`config.mk`:
```
export PLATFORM = sky130hd
export DESIGN_NAME = pwm_burst_sequencer_flat
export DESIGN_NICKNAME = d
export VERILOG_FILES = /design/src/rtl/pwm_burst_sequencer_pkg.sv /design/src/rtl/pwm_burst_sequencer_if.sv /design/src/rtl/pwm_burst_sequencer_gap_timer.sv /design/src/rtl/pwm_burst_sequencer.sv /design/src/flat_wrapper.sv
export SDC_FILE = /design/constraint.sdc
export NUM_CORES = 1
export LEC_CHECK = 0
export ABC_AREA = 1
export CAP_MARGIN = 20
export CORE_MARGIN = 2
export CORE_UTILIZATION = 52
export DETAILED_ROUTE_END_ITERATION = 10
export PLACE_DENSITY = 0.82
export SLEW_MARGIN = 0
export SYNTH_ARGS = -nofsm -noshare
export SYNTH_HDL_FRONTEND = slang
export SYNTH_HIERARCHICAL = 1
export SYNTH_SLANG_ARGS = --single-unit
export TNS_END_PERCENT = 20
```
`constraint.sdc`:
```
create_clock -name io_clk -period 3 [get_ports io_clk]
set_clock_uncertainty 0.2 [all_clocks]
set_input_delay 0.6 -clock io_clk [delete_from_list [all_inputs] [get_ports io_clk]]
set_output_delay 0.6 -clock io_clk [all_outputs]
set_load 0.05 [all_outputs]
```
`src/rtl/pwm_burst_sequencer_pkg.sv`:
```
// pwm_seq_pkg: state encoding and default field widths for the PWM burst sequencer
package pwm_seq_pkg;
    localparam int _RAM_WIDTH = 32;
    localparam int CNT_WIDTH  = 16;
    typedef enum logic [2:0] {
        IDLE      = 3'd0,
        ISSUE     = 3'd1,
        WAIT_DONE = 3'd2,
        GAP       = 3'd3,
        DONE      = 3'd4
    } state_t;
endpackage

```
`src/rtl/pwm_burst_sequencer_if.sv`:
```
// pwm_burst_sequencer_if: burst request/config, PWM-stage handshake and status bundle
interface pwm_burst_sequencer_if #(
    parameter int RW = pwm_seq_pkg::_RAM_WIDTH,
    parameter int CW = pwm_seq_pkg::CNT_WIDTH
);
    logic          start, abort, pulse_valid;
    logic          pulse_begin, busy, done, timeout_err;
    logic [RW-1:0] cfg_pulse_period, cfg_die_period, cfg_gap;
    logic [RW-1:0] pulse_period, die_period;
    logic [CW-1:0] cfg_burst_len, pulse_cnt;
    modport master (
        output start, abort, pulse_valid, cfg_pulse_period, cfg_die_period, cfg_gap, cfg_burst_len,
        input  pulse_begin, busy, done, timeout_err, pulse_period, die_period, pulse_cnt
    );
    modport slave (
        input  start, abort, pulse_valid, cfg_pulse_period, cfg_die_period, cfg_gap, cfg_burst_len,
        output pulse_begin, busy, done, timeout_err, pulse_period, die_period, pulse_cnt
    );
endinterface

```
`src/rtl/pwm_burst_sequencer_gap_timer.sv`:
```
// pwm_gap_timer: loadable down-counter that parks at zero; paces gaps and the watchdog
module pwm_gap_timer #(
    parameter int W = 32
) (
    input  logic         io_clk,
    input  logic         rst_n,
    input  logic         load,
    input  logic         en,
    input  logic [W-1:0] load_value,
    output logic [W-1:0] value,
    output logic         zero
);
    // load wins over counting; the count stops once it reaches zero
    always_ff @(posedge io_clk or negedge rst_n)
        if (!rst_n) value <= '0;
        else if (load) value <= load_value;
        else if (en && !zero) value <= value - 1'b1;
    assign zero = (value == '0);
endmodule

```
`src/rtl/pwm_burst_sequencer.sv`:
```
// pwm_burst_sequencer: issues pulse_begin strobes paced by pulse_valid; PWM_SEQ_TIMEOUT_EN adds a WAIT_DONE watchdog
module pwm_burst_sequencer
    import pwm_seq_pkg::*;
#(
    parameter int _RAM_WIDTH     = pwm_seq_pkg::_RAM_WIDTH,
    parameter int CNT_WIDTH      = pwm_seq_pkg::CNT_WIDTH,
    parameter int TIMEOUT_CYCLES = 1_000_000
) (
    input logic                  io_clk,
    input logic                  rst_n,
    pwm_burst_sequencer_if.slave bus
);
    state_t                  state, state_nx;
    logic [_RAM_WIDTH-1:0]   period_r, die_r, gap_r, gap_value;
    logic [CNT_WIDTH-1:0]    len_r, cnt_r, cnt_inc;
    logic                    accept, take_valid, gap_zero, wd_expire, timeout_r;

    assign accept     = state == IDLE && bus.start && !bus.abort;
    assign take_valid = state == WAIT_DONE && bus.pulse_valid && !bus.abort;
    assign cnt_inc    = cnt_r + 1'b1;

    pwm_gap_timer #(.W(_RAM_WIDTH)) u_gap (
        .io_clk(io_clk), .rst_n(rst_n),
        .load(state == WAIT_DONE && bus.pulse_valid), .en(state == GAP),
        .load_value(gap_r - 1'b1), .value(gap_value), .zero(gap_zero)
    );

`ifdef PWM_SEQ_TIMEOUT_EN
    localparam int WD_W = $clog2(TIMEOUT_CYCLES + 1);
    logic [WD_W-1:0] wd_value;
    logic            wd_zero;
    // reloaded in ISSUE so it restarts on every entry into WAIT_DONE
    pwm_gap_timer #(.W(WD_W)) u_wd (
        .io_clk(io_clk), .rst_n(rst_n),
        .load(state == ISSUE), .en(state == WAIT_DONE),
        .load_value(WD_W'(TIMEOUT_CYCLES - 1)), .value(wd_value), .zero(wd_zero)
    );
    assign wd_expire = state == WAIT_DONE && wd_zero && !bus.pulse_valid;
    // sticky watchdog flag, cleared by the next accepted start
    always_ff @(posedge io_clk or negedge rst_n)
        if (!rst_n) timeout_r <= 1'b0;
        else timeout_r <= accept ? 1'b0 : (wd_expire && !bus.abort) ? 1'b1 : timeout_r;
`else
    assign wd_expire = 1'b0;
    assign timeout_r = 1'b0;
`endif

    // state register
    always_ff @(posedge io_clk or negedge rst_n)
        if (!rst_n) state <= IDLE;
        else state <= state_nx;

    // next-state logic; abort overrides every transition
    always_comb begin
        state_nx = state;
        case (state)
            IDLE:      if (bus.start) state_nx = (bus.cfg_burst_len != '0) ? ISSUE : DONE;
            ISSUE:     state_nx = WAIT_DONE;
            WAIT_DONE: if (bus.pulse_valid) state_nx = (cnt_inc == len_r) ? DONE : (gap_r == '0) ? ISSUE : GAP;
                       else if (wd_expire) state_nx = IDLE;
            GAP:       if (gap_zero) state_nx = ISSUE;
            DONE:      state_nx = IDLE;
            default:   state_nx = IDLE;
        endcase
        if (bus.abort) state_nx = IDLE;
    end

    // burst registers: cfg latched on a non-empty start, completed-pulse counter
    always_ff @(posedge io_clk or negedge rst_n)
        if (!rst_n) begin
            period_r <= '0;
            die_r    <= '0;
            gap_r    <= '0;
            len_r    <= '0;
            cnt_r    <= '0;
        end else begin
            if (accept && bus.cfg_burst_len != '0) begin
                period_r <= bus.cfg_pulse_period;
                die_r    <= bus.cfg_die_period;
                gap_r    <= bus.cfg_gap;
                len_r    <= bus.cfg_burst_len;
            end
            if (accept) cnt_r <= '0;
            else if (take_valid) cnt_r <= cnt_inc;
        end

    // outputs decoded from the state register and the latched fields
    always_comb begin
        bus.pulse_begin  = state == ISSUE;
        bus.done         = state == DONE;
        bus.busy         = state != IDLE;
        bus.pulse_period = period_r;
        bus.die_period   = die_r;
        bus.pulse_cnt    = cnt_r;
        bus.timeout_err  = timeout_r;
    end
endmodule

```
`src/flat_wrapper.sv`:
```
// flat-port wrapper written by rule: the top's interface ports become plain ports
module pwm_burst_sequencer_flat import pwm_seq_pkg::*;
#(
    parameter int _RAM_WIDTH     = pwm_seq_pkg::_RAM_WIDTH,
    parameter int CNT_WIDTH      = pwm_seq_pkg::CNT_WIDTH,
    parameter int TIMEOUT_CYCLES = 1_000_000
)
  (io_clk, rst_n, bus_start, bus_abort, bus_pulse_valid, bus_cfg_pulse_period, bus_cfg_die_period, bus_cfg_gap, bus_cfg_burst_len, bus_pulse_begin, bus_busy, bus_done, bus_timeout_err, bus_pulse_period, bus_die_period, bus_pulse_cnt);
  pwm_burst_sequencer_if #(.RW(32), .CW(16)) bus_i ();
  input logic io_clk;
  input logic rst_n;
  input wire logic [$bits(bus_i.start)-1:0] bus_start;
  input wire logic [$bits(bus_i.abort)-1:0] bus_abort;
  input wire logic [$bits(bus_i.pulse_valid)-1:0] bus_pulse_valid;
  input wire logic [$bits(bus_i.cfg_pulse_period)-1:0] bus_cfg_pulse_period;
  input wire logic [$bits(bus_i.cfg_die_period)-1:0] bus_cfg_die_period;
  input wire logic [$bits(bus_i.cfg_gap)-1:0] bus_cfg_gap;
  input wire logic [$bits(bus_i.cfg_burst_len)-1:0] bus_cfg_burst_len;
  output wire logic [$bits(bus_i.pulse_begin)-1:0] bus_pulse_begin;
  output wire logic [$bits(bus_i.busy)-1:0] bus_busy;
  output wire logic [$bits(bus_i.done)-1:0] bus_done;
  output wire logic [$bits(bus_i.timeout_err)-1:0] bus_timeout_err;
  output wire logic [$bits(bus_i.pulse_period)-1:0] bus_pulse_period;
  output wire logic [$bits(bus_i.die_period)-1:0] bus_die_period;
  output wire logic [$bits(bus_i.pulse_cnt)-1:0] bus_pulse_cnt;
  assign bus_i.start = bus_start;
  assign bus_i.abort = bus_abort;
  assign bus_i.pulse_valid = bus_pulse_valid;
  assign bus_i.cfg_pulse_period = bus_cfg_pulse_period;
  assign bus_i.cfg_die_period = bus_cfg_die_period;
  assign bus_i.cfg_gap = bus_cfg_gap;
  assign bus_i.cfg_burst_len = bus_cfg_burst_len;
  assign bus_pulse_begin = bus_i.pulse_begin;
  assign bus_busy = bus_i.busy;
  assign bus_done = bus_i.done;
  assign bus_timeout_err = bus_i.timeout_err;
  assign bus_pulse_period = bus_i.pulse_period;
  assign bus_die_period = bus_i.die_period;
  assign bus_pulse_cnt = bus_i.pulse_cnt;
  pwm_burst_sequencer #(._RAM_WIDTH(_RAM_WIDTH), .CNT_WIDTH(CNT_WIDTH), .TIMEOUT_CYCLES(TIMEOUT_CYCLES)) u_core (.io_clk(io_clk), .rst_n(rst_n), .bus(bus_i));
endmodule
```
==> results.txt <==
status - finished, final reports clean
Comb power frac - 0.510
GRT Total Usage - 0.276
max-cap violations - 0
end of the worst register-to-register path - u_core/u_gap/value[31]$_DFFE_PN0P_
Worst Path Required - 2200 ps
CTS tree - yes
yosys warns - 6
Die Ht - 137 microns
Setup Slack @ Placement - 103 ps
Synth cell types - 41
Critical R2R Launch - u_core/gap_r[7]$_DFFE_PN0P_
worst reg2reg path depth - 14
htree depth - 4
Final Critical Period - 2910 ps
power density over the cells - 1050 mW/mm^2
placed wire-length estimate - 18700 microns
Setup TNS Final - 0 ps
CTS sink count - 163
Rows - 48
Rel. slew slack - 0.603
Num CTS Buffers - 17
Clock power frac - 0.171
met2 Use GR - 0.464
Worst Tran Pin Value - 594 ps
total wire length - 24900 microns
DIE WIDTH - 137 microns
asr flop ratio synth - 1.00
GRT busiest layer - met2
synth cell count leaders - 254 x nand2_1, 163 x dfrtp_1, 134 x nor2_1
initial core utilization - 0.534
placed instance count - 1466
VDD IR-drop max - 0.907 mV
DRT antenna net count - 0
area leader, netlist - dfrtp_1
die footprint - 0.0189 sq mm
final setup fails - 0
layout cells sized above 1 - 0.167
Area after DPL - 0.0116 sq mm
initial antenna violation count - 0
RSZ-0062 raised after global routing - no
crit path from - u_core/state[2]$_DFFE_PN0P_
final worst-path setup slack - 88.3 ps
class of the worst hold path - reg -> reg
CP Launch Type - register
Critical Path AT - 2110 ps
Main synth FF type - dfrtp_1
syn_nets - 1171
first-pass GRT wire length - 40300 microns
Cells after Synth - 1051
number of port buffers - 199
Skew-Pair Late Insertion Delay - 440 ps
Vias/cell - 5.34
Crit Path Max Fanout - 5
WL per Instance - 16.6 microns
f_max - 0.343 GHz
I/O pin cnt - 201
vias in the first global route - 8015
core box area - 0.0174 sq mm
final max-slew violation count - 0
gp weighted congestion - 0.892
post-CTS sizing - 0
DR pass1 iterations - 6
critical path capture point - bus_pulse_begin
syn avg cell area - 8.81 sq um
final hold violation count - 0
switching share of power - 0.459
met1 usage - 0.336
Sw Pwr - 0.00583 W
initial DRC count - 654
Post-Layout Inst Area - 0.0122 sq mm
post-synth top area share - 0.440
Longest Clk Path Bufs - 2
GRT met3 Usage - 0.0905
Area contributors post-synth - dfrtp_1 44%, nand2_1 10%, mux2_4 8.1%
post-route non-filler standard cell count - 1499
largest net degree at the start of global routing - 69
#FFs+latches synth - 163
worst reg2reg setup slack - 490 ps
Area Overhead vs Synth - 31.2%
drc violations - 0
Post-synth EDFFs - 0
Post-CTS Setup Inserts - 0
grt ovf - 0
vias - 8000
Worst-path clk slew - 80 ps
Seq/Total Area, Yosys - 0.440
Setup Crit Path Kind - reg -> out
cts hold-fix bufs - 1
Antenna Cells - 0
cell-internal power - 0.00688 W
sequential share of power - 0.320
top-count cell post-synth - nand2_1
Root Driver - clkbuf_16
Worst Setup End Kind - output pin
Final period util - 0.971
P_leak - 5.57 nW
post-synthesis cell area - 0.00926 sq mm
Nets - 1381
critical path, cell delays in order (launching register included):
cell and delay (ps):
dfrtp_1 440, nor3_1 310, clkdlybuf4s50_1 920
area by class of cell:
class,instances,area (sq um)
multi-input cells,765,4620
clock inverters,13,140
flip-flops and latches,163,4080
well taps,225,282
inverters,95,357
clock buffers,19,453
repair buffers,219,2220
fillers,1277,5200
flip-flops by register name (all words and copies together) (netlist names):
signal / count
u_core/bus.die_period: 32
u_core/gap_r: 32
u_core/state: 3
u_core/bus.pulse_period: 32
u_core/len_r: 16
u_core/bus.pulse_cnt: 16
u_core/u_gap/value: 32
how the worst min path moves through the flow:
stage	startpoint	endpoint	slack [ps]	cells after the start
floorplan	rst_n	u_core/bus.die_period[0]$_DFFE_PN0P_	100	0
global placement	u_core/u_gap/value[0]$_DFFE_PN0P_	u_core/u_gap/value[0]$_DFFE_PN0P_	270	2
detailed placement	u_core/bus.die_period[23]$_DFFE_PN0P_	u_core/bus.die_period[23]$_DFFE_PN0P_	290	1
CTS	u_core/bus.die_period[23]$_DFFE_PN0P_	u_core/bus.die_period[23]$_DFFE_PN0P_	310	1
global route	u_core/bus.pulse_period[11]$_DFFE_PN0P_	u_core/bus.pulse_period[11]$_DFFE_PN0P_	330	1
finish	u_core/bus.die_period[23]$_DFFE_PN0P_	u_core/bus.die_period[23]$_DFFE_PN0P_	300	1
routing by layer:
metal	up-vias	share of wire
met5	-	0
met4	0	0.022
met3	52	0.080
met2	325	0.50
met1	3783	0.39
li1	3840	-
metrics by stage:
stage                     power (W)   util  hold WS (ps)
final                        0.0127  0.700           302
after global routing         0.0135  0.700           328
after CTS                    0.0127  0.700           309
after detailed placement     0.0105  0.666           291
after global placement       0.0103  0.666           265
after floorplan             0.00851      -           104
power by group through the flow:
stage / combinational [W] / clock [W] / sequential [W]
after detailed placement: 0.00645 / 0 / 0.00405
after CTS: 0.00648 / 0.00219 / 0.00405
final: 0.00648 / 0.00217 / 0.00406
after global placement: 0.00632 / 0 / 0.00403
after floorplan: 0.00308 / 0 / 0.00543
after global routing: 0.00697 / 0.00231 / 0.00419
layout by cell type, fill, tap and decap left out, types with 18 or more instances in the layout:
cell type	count
clkdlybuf4s50_1	198
nor2_1	133
inv_1	90
mux2_4	50
mux2_2	42
dfrtp_1	163
xnor2_1	18
nand4_1	18
nand2_1	253
xor2_1	21
o21ai_0	26
a21oi_1	22
nand3_1	78
cells by family (layout without fill, tap and decap cells):
kind of cell,Yosys count,in the layout,share of synthesized area
AND/OR/NAND/NOR,556,556,0.278
flip-flops,163,163,0.440
buffers and inverters,123,346,0.0616
multiplexers,94,94,0.134
AO/OA/AOI/OAI,72,72,0.0440
XOR/XNOR,39,39,0.0369
adder cells (fa/ha/maj),3,3,0.00405
other,1,1,0.000405
(Power assumes the default switching activity.)
